**src/rtl/keypad_event_fifo.sv**
```systemverilog
// Keypad event queue: prioritised press/release/repeat events into a FIFO, head shown directly.
// Latency: a pulse is queued at the edge that samples it and becomes visible right after that edge.
// Backpressure: when the FIFO is full, events wait in pending bits; a second pulse for a waiting bit sets overflow.
module keypad_event_fifo #(
    parameter int          FIFO_DEPTH  = 8,
    parameter logic [23:0] REPEAT_DLY  = 24'd5_000_000,
    parameter logic [23:0] REPEAT_RATE = 24'd1_000_000
) (
    input  logic        clk,
    input  logic        rst_n,
    input  logic [15:0] key_down,
    input  logic [15:0] key_up,
    input  logic [15:0] key_state,
    input  logic        rd_en,
    output logic        evt_valid,
    output logic [5:0]  evt_data,
    output logic [4:0]  fifo_count,
    output logic        overflow,
    input  logic        ovf_clr
);

    localparam int          PW      = $clog2(FIFO_DEPTH);
    localparam logic [4:0]  DEPTH_L = 5'(FIFO_DEPTH);

    logic [15:0]   pend_press, pend_rel;
    logic          pend_rep, rep_active;
    logic [3:0]    rep_key;
    logic [23:0]   rep_cnt;
    logic [5:0]    mem [FIFO_DEPTH];
    logic [PW-1:0] wr_ptr, rd_ptr;
    logic [4:0]    count;

    logic [15:0] eff_press, eff_rel, clr_press, clr_rel;
    logic        press_found, rel_found;
    logic [3:0]  press_idx, rel_idx;
    logic        rep_hold, rep_tick, eff_rep;
    logic        sel_vld, push, pop, full;
    logic [5:0]  sel_dat;
    logic        press_acc, rel_acc, rep_acc, rep_stop, ovf_set;

    // Same-cycle pulses and repeat ticks bypass the pending bits so they can be queued immediately.
    always_comb begin
        eff_press   = pend_press | key_down;
        eff_rel     = pend_rel | key_up;
        rep_hold    = rep_active & key_state[rep_key];
        rep_tick    = rep_hold & (rep_cnt <= 24'd1);
        eff_rep     = pend_rep | rep_tick;
        press_found = 1'b0;
        rel_found   = 1'b0;
        press_idx   = 4'd0;
        rel_idx     = 4'd0;
        for (int k = 15; k >= 0; k--) begin
            if (eff_press[k]) begin
                press_found = 1'b1;
                press_idx   = 4'(k);
            end
            if (eff_rel[k]) begin
                rel_found = 1'b1;
                rel_idx   = 4'(k);
            end
        end
        sel_vld = press_found | rel_found | eff_rep;
        if (press_found)    sel_dat = {2'b01, press_idx};
        else if (rel_found) sel_dat = {2'b10, rel_idx};
        else                sel_dat = {2'b11, rep_key};
        pop       = rd_en & (count != 5'd0);
        full      = (count == DEPTH_L);
        push      = sel_vld & (~full | pop);
        press_acc = push & press_found;
        rel_acc   = push & ~press_found & rel_found;
        rep_acc   = push & ~press_found & ~rel_found & eff_rep;
        clr_press = press_acc ? (16'd1 << press_idx) : 16'd0;
        clr_rel   = rel_acc   ? (16'd1 << rel_idx)   : 16'd0;
        rep_stop  = rep_active & (~key_state[rep_key] | (rel_acc & (rel_idx == rep_key)));
        ovf_set   = (|(key_down & pend_press & ~clr_press)) | (|(key_up & pend_rel & ~clr_rel));
    end

    // A new pulse survives a same-cycle clear of an older pending event for the same key.
    always_ff @(posedge clk or negedge rst_n) begin
        if (!rst_n) begin
            pend_press <= '0;
            pend_rel   <= '0;
            overflow   <= 1'b0;
        end else begin
            pend_press <= (pend_press & ~clr_press) | (key_down & ~(clr_press & ~pend_press));
            pend_rel   <= (pend_rel & ~clr_rel) | (key_up & ~(clr_rel & ~pend_rel));
            if (ovf_set)      overflow <= 1'b1;
            else if (ovf_clr) overflow <= 1'b0;
        end
    end

    always_ff @(posedge clk or negedge rst_n) begin
        if (!rst_n) begin
            rep_active <= 1'b0;
            rep_key    <= 4'd0;
            rep_cnt    <= 24'd0;
            pend_rep   <= 1'b0;
        end else if (press_acc) begin
            rep_active <= 1'b1;
            rep_key    <= press_idx;
            rep_cnt    <= REPEAT_DLY;
            pend_rep   <= 1'b0;
        end else if (rep_stop) begin
            rep_active <= 1'b0;
            pend_rep   <= 1'b0;
        end else begin
            // A tick arriving while a repeat is still waiting merges into it.
            pend_rep <= eff_rep & ~rep_acc;
            if (rep_hold) rep_cnt <= rep_tick ? REPEAT_RATE : rep_cnt - 24'd1;
        end
    end

    always_ff @(posedge clk or negedge rst_n) begin
        if (!rst_n) begin
            wr_ptr <= '0;
            rd_ptr <= '0;
            count  <= 5'd0;
        end else begin
            if (push) wr_ptr <= wr_ptr + 1'b1;
            if (pop)  rd_ptr <= rd_ptr + 1'b1;
            count <= count + {4'd0, push} - {4'd0, pop};
        end
    end

    always_ff @(posedge clk) begin
        if (push) mem[wr_ptr] <= sel_dat;
    end

    assign evt_valid  = (count != 5'd0);
    assign evt_data   = evt_valid ? mem[rd_ptr] : 6'd0;
    assign fifo_count = count;

endmodule

```
**config.mk**
```make
export PLATFORM = sky130hd
export DESIGN_NAME = keypad_event_fifo
export DESIGN_NICKNAME = d
export VERILOG_FILES = /design/src/rtl/keypad_event_fifo.sv
export SDC_FILE = /design/constraint.sdc
export NUM_CORES = 1
export LEC_CHECK = 0
export ABC_AREA = 1
export ABC_CLOCK_PERIOD_IN_PS = 3600
export BUFFER_PORTS_ARGS = -buffer_cell sky130_fd_sc_hd__buf_2
export CAP_MARGIN = 40
export CORE_UTILIZATION = 55
export DETAILED_ROUTE_END_ITERATION = 10
export PLACE_DENSITY = 0.8
export SKIP_CTS_REPAIR_TIMING = 1
export SLEW_MARGIN = 15
export SYNTH_ARGS = -nofsm -noshare
export SYNTH_HDL_FRONTEND = slang
export SYNTH_SLANG_ARGS = --single-unit
export TNS_END_PERCENT = 1
```
**constraint.sdc**
```tcl
create_clock -name clk -period 3.6 [get_ports clk]
set_clock_uncertainty 0.2 [all_clocks]
set_input_delay 0.18 -clock clk [delete_from_list [all_inputs] [get_ports clk]]
set_output_delay 0.18 -clock clk [all_outputs]
set_load 0.02 [all_outputs]
```
==> key figures <==
STA
  – Slew Limit Fails: 0
  – Fmax: 304 MHz
  – Worst slew margin: 42.1%
  – Min Hold Slack: 20.5 ps
  – Tightest Pin Transition: 869 ps
  – Final setup violation count: 0
  – Final Hold Viols: 0
  – Final period utilization: 91.5%
  – Setup TNS: 0 ps
  – Min Tclk post-route: 3290 ps

Final layout
  – Area delta synth->final: 21.9%
  – Post-layout nets: 1044
  – Share of cells above drive strength 1: 19.2%
  – Most frequent cells in the layout: nand2_1, nor2_1, inv_1, dfrtp_1, buf_2
  – Final Util: 69.9%
  – Number of fill cells: 927
  – # diodes: 0
  – Commonest non-fill, non-tap cell in the layout: nand2_1

Detailed routing
  – Drt wl/cell: 14.9 um
  – Routed via count: 6282
  – Vias per cell: 5.41
  – Detail Route Antenna Nets: 0
  – DR iter-0 viols: 490
  – Pre-Repair DR Iteration Count: 5
  – Number of remaining DRC errors: 0
  – Post-Route WL: 17300 um

Die
  – # IOs: 65
  – Starting Density: 57.4%
  – Site row count: 40
  – Die H: 115 um
  – Core Box Area: 12300 um2
  – Die Wd: 115 um
  – Die ar.: 13200 um2

Hold path
  – Hold Crit Class: primary input to async pin

Logic synthesis
  – Yosys reg bits: 122
  – Synth Area per Inst: 8.14 um2
  – Synthesized area: 7040 um2
  – Post-synthesis cell count: 864
  – Seq/Total Area, Yosys: 46.8%
  – Synthesized Nets: 928
  – Async SR Flop Fraction: 60.7%
  – Post-synth EDFFs: 48
  – Yosys warns: 0
  – Synth cell types: 50
  – Synth Flop Type: dfrtp_1

Power and ir drop
  – Total power: 5.07 mW
  – Pwr Density: 591 nW/um2
  – Worst vdd ir: 0.413 mV
  – Static leakage: 3.62 nW

Worst setup path
  – Crit path max fanout: 4
  – Crit path cell chain: nor2_1 > nand2_2 > nor2_1 > inv_1 > nor2_2 > nand2_1 > nor2_1 > nand2_1 > nand2_2 > ha_1 > inv_1 > ha_1 > inv_1 > fa_1 > o21ai_0 > xor2_1
  – Setup CP Type: register to register
  – Crit path DAT: 3440 ps
  – Crit. End Element: register
  – Critical Path Max Stage Delay: 410 ps
  – CP max-delay cell: fa_1
  – Worst path required time: 3750 ps
  – Worst setup SP type: register

Job
  – Maxcap violations: 0

Placed design
  – Routability Congestion: 0.861
  – Hpwl dp: 11800 um
  – Number of buffers added on ports: 64

Clocking
  – CTS Sinks: 122
  – Skew-Pair Late Insertion Delay: 420 ps
  – Maximum buffer depth of the clock tree: 2
  – Reg clk slew, reported paths: 60 ps
  – H-tree depth: 4
  – CTS tree: built
  – Total CTS buffers: 17
  – CTS root buf: clkbuf_16

Global routing
  – First-pass GRT wire length: 27500 um
  – Pin count of the biggest net entering global routing: 51
  – Most used routing layer in global routing: met2
  – Global routing usage on met2: 40.9%
  – GR Util All Layers: 27.2%
  – GRT met3 Usage: 5.75%
  – Vias in the first global route: 5680
  – Antenna violations before repair: 0
  – Global Route met1 Usage: 39.5%
  – GRT overflow: 0

Outcome
  – Outcome: complete, no violations
[metal layers]
| metal | part of all wire (%) | vias to the layer above |
|---|---|---|
| li1 | - | 3123 |
| met1 | 46 | 2902 |
| met2 | 46 | 238 |
| met3 | 7.0 | 19 |
| met4 | 1.2 | 0 |
| met5 | 0 | - |
[synth_stat cells (4+ instances only)]
library cell,number,area [um2]
nand2_1,173,649
nor2_1,167,627
dfrtp_1,74,1850
inv_1,73,274
edfxtp_1,48,1440
o21ai_0,48,240
a21oi_1,30,150
nand4_1,30,188
nand3_1,29,145
nand2_2,18,113
inv_2,12,45.0
nor2_2,12,75.1
ha_1,11,138
xor2_1,11,96.3
clkbuf_1,10,37.5
o21bai_1,10,75.1
o21ai_1,9,45.0
o21ai_2,9,78.8
o22ai_1,9,56.3
nor2_4,8,90.1
nor4_1,8,50.1
a31oi_1,7,43.8
nor3_1,6,30.0
nand2_4,5,56.3
o221ai_1,5,43.8
xnor2_1,4,35.0
[report_power, final]
group / internal [mW] / switching, mW / total [mW]
registers: 1.70 / 0.133 / 1.83
clock network: 1.11 / 0.679 / 1.79
logic: 0.503 / 0.947 / 1.45
total: 3.31 / 1.76 / 5.07
[sequential cells by signal, indices dropped and copies added (netlist names), 3 cells and up]
name        flops
rep_cnt        24
mem            48
rd_ptr          3
wr_ptr          3
fifo_count      5
rep_key         4
pend_press     16
pend_rel       16
[worst max-delay path, delay by kind of cell (launching register included)]
kind                       cells  cell delay (ps)
and+or+nand+nor                8             1250
DFF                            1              380
buffers and inverters          3              200
AOI/OAI and AO/OA              1              220
xor gates and xnor gates       1              160
adders and majority gates      3              800
[area by class of cell]
| type | count | area, um2 | area share [%] |
|---|---|---|---|
| Sequential cell | 122 | 3300 | 38.4 |
| Timing Repair Buffer | 114 | 808 | 9.43 |
| Clock buffer | 18 | 429 | 5.01 |
| Tap cell | 168 | 210 | 2.45 |
| Multi-Input combinational cell | 638 | 3320 | 38.7 |
| Inverter | 87 | 329 | 3.84 |
| Clock inverter | 14 | 185 | 2.16 |
[stage by stage]
stage	worst slack [ps]	instance area, um2	cells
final	306	8570	1161
after floorplan	428	7040	864
after CTS	171	8190	1123
after detailed placement	192	7570	1091
after global routing	-29.9	8570	1161
after global placement	312	7550	1090
[worst paths after layout]
check	from	cells after the start	endpoint	slack (ps)
min in group clk	key_state[12]	7	pend_rep	190
max	pend_rel[1]	16	fifo_count[4]	310
min	rst_n	2	pend_rel[10]	20
max reg2reg	pend_rel[1]	16	fifo_count[4]	310
min reg2reg	rep_active	1	pend_rep	250
max in group asynchronous	rst_n	3	rep_key[0]	2570
[cells by family (layout without fill, tap and decap cells)]
kind of cell	after synthesis	in the layout	synth area share (%)
AOI/OAI and AO/OA	137	137	11.7
xor gates and xnor gates	15	15	1.87
adders and majority gates	12	12	2.24
buffers and inverters	104	233	6.15
DFF	122	122	46.8
muxes	3	3	0.427
and+or+nand+nor	471	471	30.8
No activity file was read; power rests on OpenSTA's default activity.
